File: config.mk
export PLATFORM = sky130hd
export DESIGN_NAME = fp_add_issuer_flat
export DESIGN_NICKNAME = d
export VERILOG_FILES = /design/src/rtl/fp_issue_pkg.sv /design/src/rtl/fp_add_issuer_if.sv /design/src/rtl/fp_issue_timer.sv /design/src/rtl/fp_add_issuer.sv /design/src/flat_wrapper.sv
export SDC_FILE = /design/constraint.sdc
export NUM_CORES = 1
export LEC_CHECK = 0
export CORE_ASPECT_RATIO = 0.7
export CORE_MARGIN = 4
export CORE_UTILIZATION = 40
export CTS_CLUSTER_DIAMETER = 80
export DETAILED_ROUTE_END_ITERATION = 6
export PLACE_DENSITY_LB_ADDON = 0.2
export SYNTH_ARGS = -nofsm -noshare
export SYNTH_HDL_FRONTEND = slang
export SYNTH_SLANG_ARGS = --single-unit
export TNS_END_PERCENT = 10
File: constraint.sdc
create_clock -name clock -period 2.3 [get_ports clock]
set_input_delay 0.46 -clock clock [delete_from_list [all_inputs] [get_ports clock]]
set_output_delay 0.46 -clock clock [all_outputs]
set_load 0.05 [all_outputs]
File: src/rtl/fp_issue_pkg.sv
// Shared definitions for the floating-point add/sub issuer.
//   state_e                : issuer FSM states
//   FP_QNAN                : quiet NaN returned on a timeout abort
//   DEFAULT_*              : default width / drain / timeout settings
package fp_issue_pkg;

  typedef enum logic [2:0] {
    ST_DRAIN,
    ST_IDLE,
    ST_ISSUE,
    ST_WAIT,
    ST_RESP
  } state_e;

  localparam logic [31:0] FP_QNAN = 32'h7FC0_0000;

  localparam int DEFAULT_WIDTH          = 32;
  localparam int DEFAULT_DRAIN_CYCLES   = 10;
  localparam int DEFAULT_TIMEOUT_CYCLES = 16;

endpackage

File: src/rtl/fp_add_issuer_if.sv
// Bundle of the issuer's three handshakes:
//   req_* : caller -> issuer operand request (valid/ready)
//   rsp_* : issuer -> caller result response (valid/ready, timeout flag)
//   fp_*  : issuer <-> fixed-latency adder wrapper (start pulse, operands, done/result)
// Modports:
//   slave  : issuer view (accepts requests, drives the adder)
//   master : environment view (callers plus adder wrapper)
interface fp_add_issuer_if #(
  parameter int WIDTH = fp_issue_pkg::DEFAULT_WIDTH
);

  logic             req_valid;
  logic             req_ready;
  logic             req_add_sub;
  logic [WIDTH-1:0] req_a;
  logic [WIDTH-1:0] req_b;

  logic             rsp_valid;
  logic             rsp_ready;
  logic [WIDTH-1:0] rsp_result;
  logic             rsp_timeout;

  logic             fp_clk_en;
  logic             fp_add_sub;
  logic [WIDTH-1:0] fp_dataa;
  logic [WIDTH-1:0] fp_datab;
  logic [WIDTH-1:0] fp_result;
  logic             fp_done;

  modport slave (
    input  req_valid, req_add_sub, req_a, req_b, rsp_ready, fp_result, fp_done,
    output req_ready, rsp_valid, rsp_result, rsp_timeout,
           fp_clk_en, fp_add_sub, fp_dataa, fp_datab
  );

  modport master (
    output req_valid, req_add_sub, req_a, req_b, rsp_ready, fp_result, fp_done,
    input  req_ready, rsp_valid, rsp_result, rsp_timeout,
           fp_clk_en, fp_add_sub, fp_dataa, fp_datab
  );

endinterface

File: src/rtl/fp_issue_timer.sv
// Loadable down-counter with a zero flag, shared by the post-reset drain
// period and the WAIT timeout.
//   clock, reset_n : clock, asynchronous active-low reset (count <= RESET_VAL)
//   load, load_val : load a new count (takes priority over dec)
//   dec            : decrement, saturating at zero
//   zero           : count is zero
module fp_issue_timer #(
  parameter int             CNT_W     = 4,
  parameter logic [CNT_W-1:0] RESET_VAL = '0
) (
  input  logic             clock,
  input  logic             reset_n,
  input  logic             load,
  input  logic [CNT_W-1:0] load_val,
  input  logic             dec,
  output logic             zero
);

  logic [CNT_W-1:0] cnt_q, cnt_d;

  always_comb begin
    cnt_d = cnt_q;
    if (load) begin
      cnt_d = load_val;
    end else if (dec && (cnt_q != '0)) begin
      cnt_d = cnt_q - 1'b1;
    end
  end

  always_ff @(posedge clock or negedge reset_n) begin
    if (!reset_n) begin
      cnt_q <= RESET_VAL;
    end else begin
      cnt_q <= cnt_d;
    end
  end

  assign zero = (cnt_q == '0);

endmodule

File: src/rtl/fp_add_issuer.sv
// Requester-side controller for the fixed-latency FP add/sub wrapper.
// Accepts one request at a time, pulses the unit's start for one cycle,
// holds operands stable until the response is consumed, and returns the
// captured result. All outputs are registered.
//   clock, reset_n : sole clock (rising edge), asynchronous active-low reset
//   bus (slave)    : req_* request port, rsp_* response port, fp_* unit port
// Build option FP_ISSUE_TIMEOUT_EN: abort WAIT after TIMEOUT_CYCLES with a
// quiet-NaN response flagged by rsp_timeout, then re-drain the unit.
// Without it WAIT holds indefinitely and rsp_timeout is tied low.
module fp_add_issuer
  import fp_issue_pkg::*;
#(
  parameter int WIDTH          = DEFAULT_WIDTH,
  parameter int TIMEOUT_CYCLES = DEFAULT_TIMEOUT_CYCLES,
  parameter int DRAIN_CYCLES   = DEFAULT_DRAIN_CYCLES
) (
  input logic            clock,
  input logic            reset_n,
  fp_add_issuer_if.slave bus
);

  localparam int MAX_CNT = (DRAIN_CYCLES > TIMEOUT_CYCLES) ? DRAIN_CYCLES : TIMEOUT_CYCLES;
  localparam int CNT_W   = $clog2(MAX_CNT + 1);

  // The timer counts N-1 down to 0 so each phase lasts exactly N cycles.
  localparam logic [CNT_W-1:0] DRAIN_LOAD = CNT_W'(DRAIN_CYCLES - 1);
`ifdef FP_ISSUE_TIMEOUT_EN
  localparam logic [CNT_W-1:0] TIMEOUT_LOAD = CNT_W'(TIMEOUT_CYCLES - 1);
`endif

  state_e           state_q, state_d;
  logic             req_ready_q, req_ready_d;
  logic             rsp_valid_q, rsp_valid_d;
  logic             fp_clk_en_q, fp_clk_en_d;
  logic             add_sub_q, add_sub_d;
  logic [WIDTH-1:0] dataa_q, dataa_d;
  logic [WIDTH-1:0] datab_q, datab_d;
  logic [WIDTH-1:0] rsp_result_q, rsp_result_d;
`ifdef FP_ISSUE_TIMEOUT_EN
  logic             rsp_timeout_q, rsp_timeout_d;
`endif

  logic             timer_load;
  logic             timer_dec;
  logic             timer_zero;
  logic [CNT_W-1:0] timer_load_val;

  // Reset lands in DRAIN, so the counter comes out of reset already loaded.
  fp_issue_timer #(
    .CNT_W     (CNT_W),
    .RESET_VAL (DRAIN_LOAD)
  ) u_timer (
    .clock    (clock),
    .reset_n  (reset_n),
    .load     (timer_load),
    .load_val (timer_load_val),
    .dec      (timer_dec),
    .zero     (timer_zero)
  );

  // NOTE: every signal gets its default before the case statement; a path
  // that leaves one unassigned would infer a latch.
  always_comb begin
    state_d        = state_q;
    add_sub_d      = add_sub_q;
    dataa_d        = dataa_q;
    datab_d        = datab_q;
    rsp_result_d   = rsp_result_q;
`ifdef FP_ISSUE_TIMEOUT_EN
    rsp_timeout_d  = rsp_timeout_q;
`endif
    timer_load     = 1'b0;
    timer_load_val = DRAIN_LOAD;
    timer_dec      = 1'b0;

    unique case (state_q)
      // fp_done is deliberately ignored here: a unit left running across a
      // reset finishes inside this window.
      ST_DRAIN: begin
        timer_dec = 1'b1;
        if (timer_zero) state_d = ST_IDLE;
      end

      ST_IDLE: begin
        if (bus.req_valid) begin
          add_sub_d = bus.req_add_sub;
          dataa_d   = bus.req_a;
          datab_d   = bus.req_b;
          state_d   = ST_ISSUE;
        end
      end

      ST_ISSUE: begin
        state_d = ST_WAIT;
`ifdef FP_ISSUE_TIMEOUT_EN
        timer_load     = 1'b1;
        timer_load_val = TIMEOUT_LOAD;
`endif
      end

      // A done arriving on the last timeout cycle still counts as success.
      ST_WAIT: begin
        if (bus.fp_done) begin
          rsp_result_d  = bus.fp_result;
`ifdef FP_ISSUE_TIMEOUT_EN
          rsp_timeout_d = 1'b0;
`endif
          state_d       = ST_RESP;
        end
`ifdef FP_ISSUE_TIMEOUT_EN
        else if (timer_zero) begin
          rsp_result_d  = WIDTH'(FP_QNAN);
          rsp_timeout_d = 1'b1;
          state_d       = ST_RESP;
        end else begin
          timer_dec = 1'b1;
        end
`endif
      end

      ST_RESP: begin
        if (bus.rsp_ready) begin
`ifdef FP_ISSUE_TIMEOUT_EN
          // After an abort the unit may still deliver a late done; drain it.
          if (rsp_timeout_q) begin
            state_d    = ST_DRAIN;
            timer_load = 1'b1;
          end else begin
            state_d = ST_IDLE;
          end
`else
          state_d = ST_IDLE;
`endif
        end
      end

      default: state_d = ST_DRAIN;
    endcase

    // Handshake outputs are registered copies of the next state, so they
    // line up with the state they describe without a combinational path.
    req_ready_d = (state_d == ST_IDLE);
    rsp_valid_d = (state_d == ST_RESP);
    fp_clk_en_d = (state_d == ST_ISSUE);
  end

  // NOTE: sequential state uses non-blocking assignments so every flop
  // samples pre-edge values regardless of statement order.
  always_ff @(posedge clock or negedge reset_n) begin
    if (!reset_n) begin
      state_q       <= ST_DRAIN;
      req_ready_q   <= 1'b0;
      rsp_valid_q   <= 1'b0;
      fp_clk_en_q   <= 1'b0;
      add_sub_q     <= 1'b0;
      dataa_q       <= '0;
      datab_q       <= '0;
      rsp_result_q  <= '0;
`ifdef FP_ISSUE_TIMEOUT_EN
      rsp_timeout_q <= 1'b0;
`endif
    end else begin
      state_q       <= state_d;
      req_ready_q   <= req_ready_d;
      rsp_valid_q   <= rsp_valid_d;
      fp_clk_en_q   <= fp_clk_en_d;
      add_sub_q     <= add_sub_d;
      dataa_q       <= dataa_d;
      datab_q       <= datab_d;
      rsp_result_q  <= rsp_result_d;
`ifdef FP_ISSUE_TIMEOUT_EN
      rsp_timeout_q <= rsp_timeout_d;
`endif
    end
  end

  assign bus.req_ready   = req_ready_q;
  assign bus.rsp_valid   = rsp_valid_q;
  assign bus.rsp_result  = rsp_result_q;
  assign bus.fp_clk_en   = fp_clk_en_q;
  assign bus.fp_add_sub  = add_sub_q;
  assign bus.fp_dataa    = dataa_q;
  assign bus.fp_datab    = datab_q;
`ifdef FP_ISSUE_TIMEOUT_EN
  assign bus.rsp_timeout = rsp_timeout_q;
`else
  assign bus.rsp_timeout = 1'b0;
`endif

endmodule

File: src/flat_wrapper.sv
// flat-port wrapper written by rule: the top's interface ports become plain ports
module fp_add_issuer_flat import fp_issue_pkg::*;
#(
  parameter int WIDTH          = DEFAULT_WIDTH,
  parameter int TIMEOUT_CYCLES = DEFAULT_TIMEOUT_CYCLES,
  parameter int DRAIN_CYCLES   = DEFAULT_DRAIN_CYCLES
)
  (clock, reset_n, bus_req_valid, bus_req_add_sub, bus_req_a, bus_req_b, bus_rsp_ready, bus_fp_result, bus_fp_done, bus_req_ready, bus_rsp_valid, bus_rsp_result, bus_rsp_timeout, bus_fp_clk_en, bus_fp_add_sub, bus_fp_dataa, bus_fp_datab);
  fp_add_issuer_if #(.WIDTH(WIDTH)) bus_i ();
  input logic clock;
  input logic reset_n;
  input wire logic [$bits(bus_i.req_valid)-1:0] bus_req_valid;
  input wire logic [$bits(bus_i.req_add_sub)-1:0] bus_req_add_sub;
  input wire logic [$bits(bus_i.req_a)-1:0] bus_req_a;
  input wire logic [$bits(bus_i.req_b)-1:0] bus_req_b;
  input wire logic [$bits(bus_i.rsp_ready)-1:0] bus_rsp_ready;
  input wire logic [$bits(bus_i.fp_result)-1:0] bus_fp_result;
  input wire logic [$bits(bus_i.fp_done)-1:0] bus_fp_done;
  output wire logic [$bits(bus_i.req_ready)-1:0] bus_req_ready;
  output wire logic [$bits(bus_i.rsp_valid)-1:0] bus_rsp_valid;
  output wire logic [$bits(bus_i.rsp_result)-1:0] bus_rsp_result;
  output wire logic [$bits(bus_i.rsp_timeout)-1:0] bus_rsp_timeout;
  output wire logic [$bits(bus_i.fp_clk_en)-1:0] bus_fp_clk_en;
  output wire logic [$bits(bus_i.fp_add_sub)-1:0] bus_fp_add_sub;
  output wire logic [$bits(bus_i.fp_dataa)-1:0] bus_fp_dataa;
  output wire logic [$bits(bus_i.fp_datab)-1:0] bus_fp_datab;
  assign bus_i.req_valid = bus_req_valid;
  assign bus_i.req_add_sub = bus_req_add_sub;
  assign bus_i.req_a = bus_req_a;
  assign bus_i.req_b = bus_req_b;
  assign bus_i.rsp_ready = bus_rsp_ready;
  assign bus_i.fp_result = bus_fp_result;
  assign bus_i.fp_done = bus_fp_done;
  assign bus_req_ready = bus_i.req_ready;
  assign bus_rsp_valid = bus_i.rsp_valid;
  assign bus_rsp_result = bus_i.rsp_result;
  assign bus_rsp_timeout = bus_i.rsp_timeout;
  assign bus_fp_clk_en = bus_i.fp_clk_en;
  assign bus_fp_add_sub = bus_i.fp_add_sub;
  assign bus_fp_dataa = bus_i.fp_dataa;
  assign bus_fp_datab = bus_i.fp_datab;
  fp_add_issuer #(.WIDTH(WIDTH), .TIMEOUT_CYCLES(TIMEOUT_CYCLES), .DRAIN_CYCLES(DRAIN_CYCLES)) u_core (.clock(clock), .reset_n(reset_n), .bus(bus_i));
endmodule
==> flow_summary.toml <==
[outcome]
status = "complete, no violations"

[floorplan]
die_area_sq_mm = 0.0124
die_w_microns = 132
io_pins = 203
start_util_pct = 41.2
rows = 31
die_y_microns = 94.6
core_area_sq_mm = 0.0104

[setup_path]
cp_num_buf_inv = 1
cp-start-kind = "register"
slowest_delay_ps = 820
reg2reg_from = "u_core.state_q[1]$_DFF_PN0_"
r2r-end = "u_core.bus.fp_datab[31]$_DFFE_PN0P_"
reg2reg_depth = 3
reg2reg_slack_ps = 700
critical_path_class = "register to primary output"
cp.required_ps = 1840
endpoint_kind = "primary output"
crit_fanout = 2
critPathTopFamily = "buffers and inverters"
cp.arrival_ps = 1520
crit_start = "u_core.bus.fp_datab[20]$_DFFE_PN0P_"
cpMaxStageDelayCell = "clkdlybuf4s50_1"
worstPathCellList = "clkdlybuf4s50_1"

[cts]
cts_hold_buf = 0
cts_buffer_depth = 2
post-cts-setup-buffers = 0
cts.sinks = 108
clk_pin_slew_worst_paths_ps = 70
cts_made_buffers = 9
cts_root_buf = "clkbuf_16"
clk_latency_ps = 340
cts_resized = 0
cts_tree = "done"
htreeDepth = 3

[place]
placedCellCount = 580
port_buffers = 201
dp_hpwl_microns = 7700
place_ws_ps = 285
gp_congestion = 0.728

[synth]
synth_warnings = 0
ys_ff_latch = 108
yosysUniqueCellTypes = 31
synth_area_leaders = "dfrtp_1 (62%), mux2_4 (14%), mux2_2 (11%)"
synth_edf_count = 0
syn-num-nets = 356
avgSynthCellArea_sq_um = 17.0
synth_cells = 252
yosysTopAreaCell = "dfrtp_1"
synth_ff_type = "dfrtp_1"
synth_top_area_share_pct = 62.0
synthArstFlopShare_pct = 100
synth_area_sq_mm = 0.00428
synth_seq_area_share_pct = 63.2

[cells_and_area]
utilization_pct = 65.2
fin_cells = 596
antennaDiodeCount = 0
syn_to_final_growth_pct = 58.4
fillCellCount = 809
drive_gt1_share_pct = 24.1
nNetsFinal = 563

[global_route]
grt_pass1_vias = 3117
antenna_found_initial = 0
grt_first_pass_wirelength_microns = 16400
grt_use_total_pct = 16.7
grt_overflow = 0
grt_max_degree = 41

[sta]
worst_slew_margin_rel_pct = 63.9
fin_skew_ps = 8.76
period_needed_ps = 1980
hold_slack_ps = 93.1
worst_pin_slew_ps = 539
finalSetupViolations = 0
max_freq_ghz = 0.504
slew_viol_final = 0
hold_viol_final = 0
rsz0062_at_grt = "no"
finalCritPeriodShare_pct = 86.2
tns_ps = 0
worst_slack_ps = 316

[routing]
vias = 2817
drc = 0
viasPerCell = 4.73
ant_nets = 0
drtIter0Drc = 75
first_pass_iters = 4
wl_per_cell_microns = 16.8
drt_wl_total_microns = 10000

[power]
vdd_drop_max_mv = 0.781
pwr_density_cell_mw_per_mm2 = 1750
leakage_nw = 2.88

[flow_run]
max_cap_viol_count = 0

[worst_hold_path]
hold_class = "primary input to async pin"
stage by stage:
step / power, mW / instance area (sq um)
6_report: 11.9 / 6780
5_1_grt: 12.4 / 6780
4_1_cts: 12.0 / 6780
3_5_place_dp: 10.5 / 6480
3_3_place_gp: 10.4 / 6480
2_1_floorplan: 8.06 / 4280
how the worst max path moves through the flow:
stage / to / depth (start not counted)
finish: bus_fp_datab[20] / 1
global placement: u_core.bus.fp_dataa[11]$_DFFE_PN0P_ / 4
detailed placement: u_core.bus.fp_dataa[7]$_DFFE_PN0P_ / 4
global route: bus_fp_datab[27] / 1
CTS: bus_fp_dataa[17] / 1
floorplan: u_core.bus.fp_dataa[23]$_DFFE_PN0P_ / 4
where the power goes:
group          switching (mW)  internal [mW]
Clock                   0.686          0.807
Sequential              0.507           2.82
Combinational            4.25           2.81
cell usage after synthesis, drive strengths merged (2+ instances only):
master and count:
mux2 97, nand3 2, buf 13, nor3 2, dfrtp 106, nand2 4
inv 3, nand4 2, o41ai 2, xnor2 4, ha 2, dfstp 2
cell usage in the layout (no fill, tap or decap), types with 2 or more instances in the layout:
cell type	netlist	routed
xnor2_1	4	4
dfstp_2	2	2
o41ai_1	2	2
clkbuf_8	0	2
buf_12	0	5
clkbuf_16	0	9
ha_1	2	2
nor3_1	2	2
mux2_1	15	15
mux2_2	43	43
mux2_4	39	39
nand3_1	2	2
nand2_1	4	4
dfrtp_1	106	106
clkdlybuf4s50_1	0	200
clkinv_4	0	3
inv_1	2	2
buf_4	1	4
cell families (layout without fill, tap and decap cells):
family          after synthesis  after routing  share of synthesized area [%]
fa+ha+maj                     2              2                          0.584
xor+xnor                      4              4                          0.818
mux                          98             98                           29.2
compound gates                7              7                           1.26
simple gates                 16             16                           2.34
buf+inv                      16            228                           2.57
flops                       108            108                           63.2
other cells                   1              1                         0.0876
flip-flops by register name, indices dropped and copies added, names as in the netlist:
register / cells
u_core.bus.fp_add_sub: 1
u_core.bus.fp_clk_en: 1
u_core.bus.fp_dataa: 32
u_core.bus.fp_datab: 32
u_core.bus.req_ready: 1
u_core.bus.rsp_result: 32
u_core.bus.rsp_valid: 1
u_core.state_q: 3
u_core.u_timer.cnt_q: 5
metal layers:
metal | part of all wire (%) | vias to the layer above | GRT usage [%]
met3 | 7.8 | 10 | 6.87
met2 | 47 | 115 | 26.8
met4 | 0.98 | 0 | 4.20
met1 | 44 | 1394 | 21.3
li1 | - | 1298 | -
met5 | 0 | - | 0
final cells by class:
class	count	area [sq um]	share of cell area (%)
Clock inverter	5	45.0	0.664
Inverter	3	11.3	0.166
Tap cell	132	165	2.44
Multi-Input combinational cell	128	1470	21.7
Timing Repair Buffer	209	2130	31.4
Clock buffer	11	253	3.73
Sequential cell	108	2710	39.9
Power figures use the tool's default switching activity.
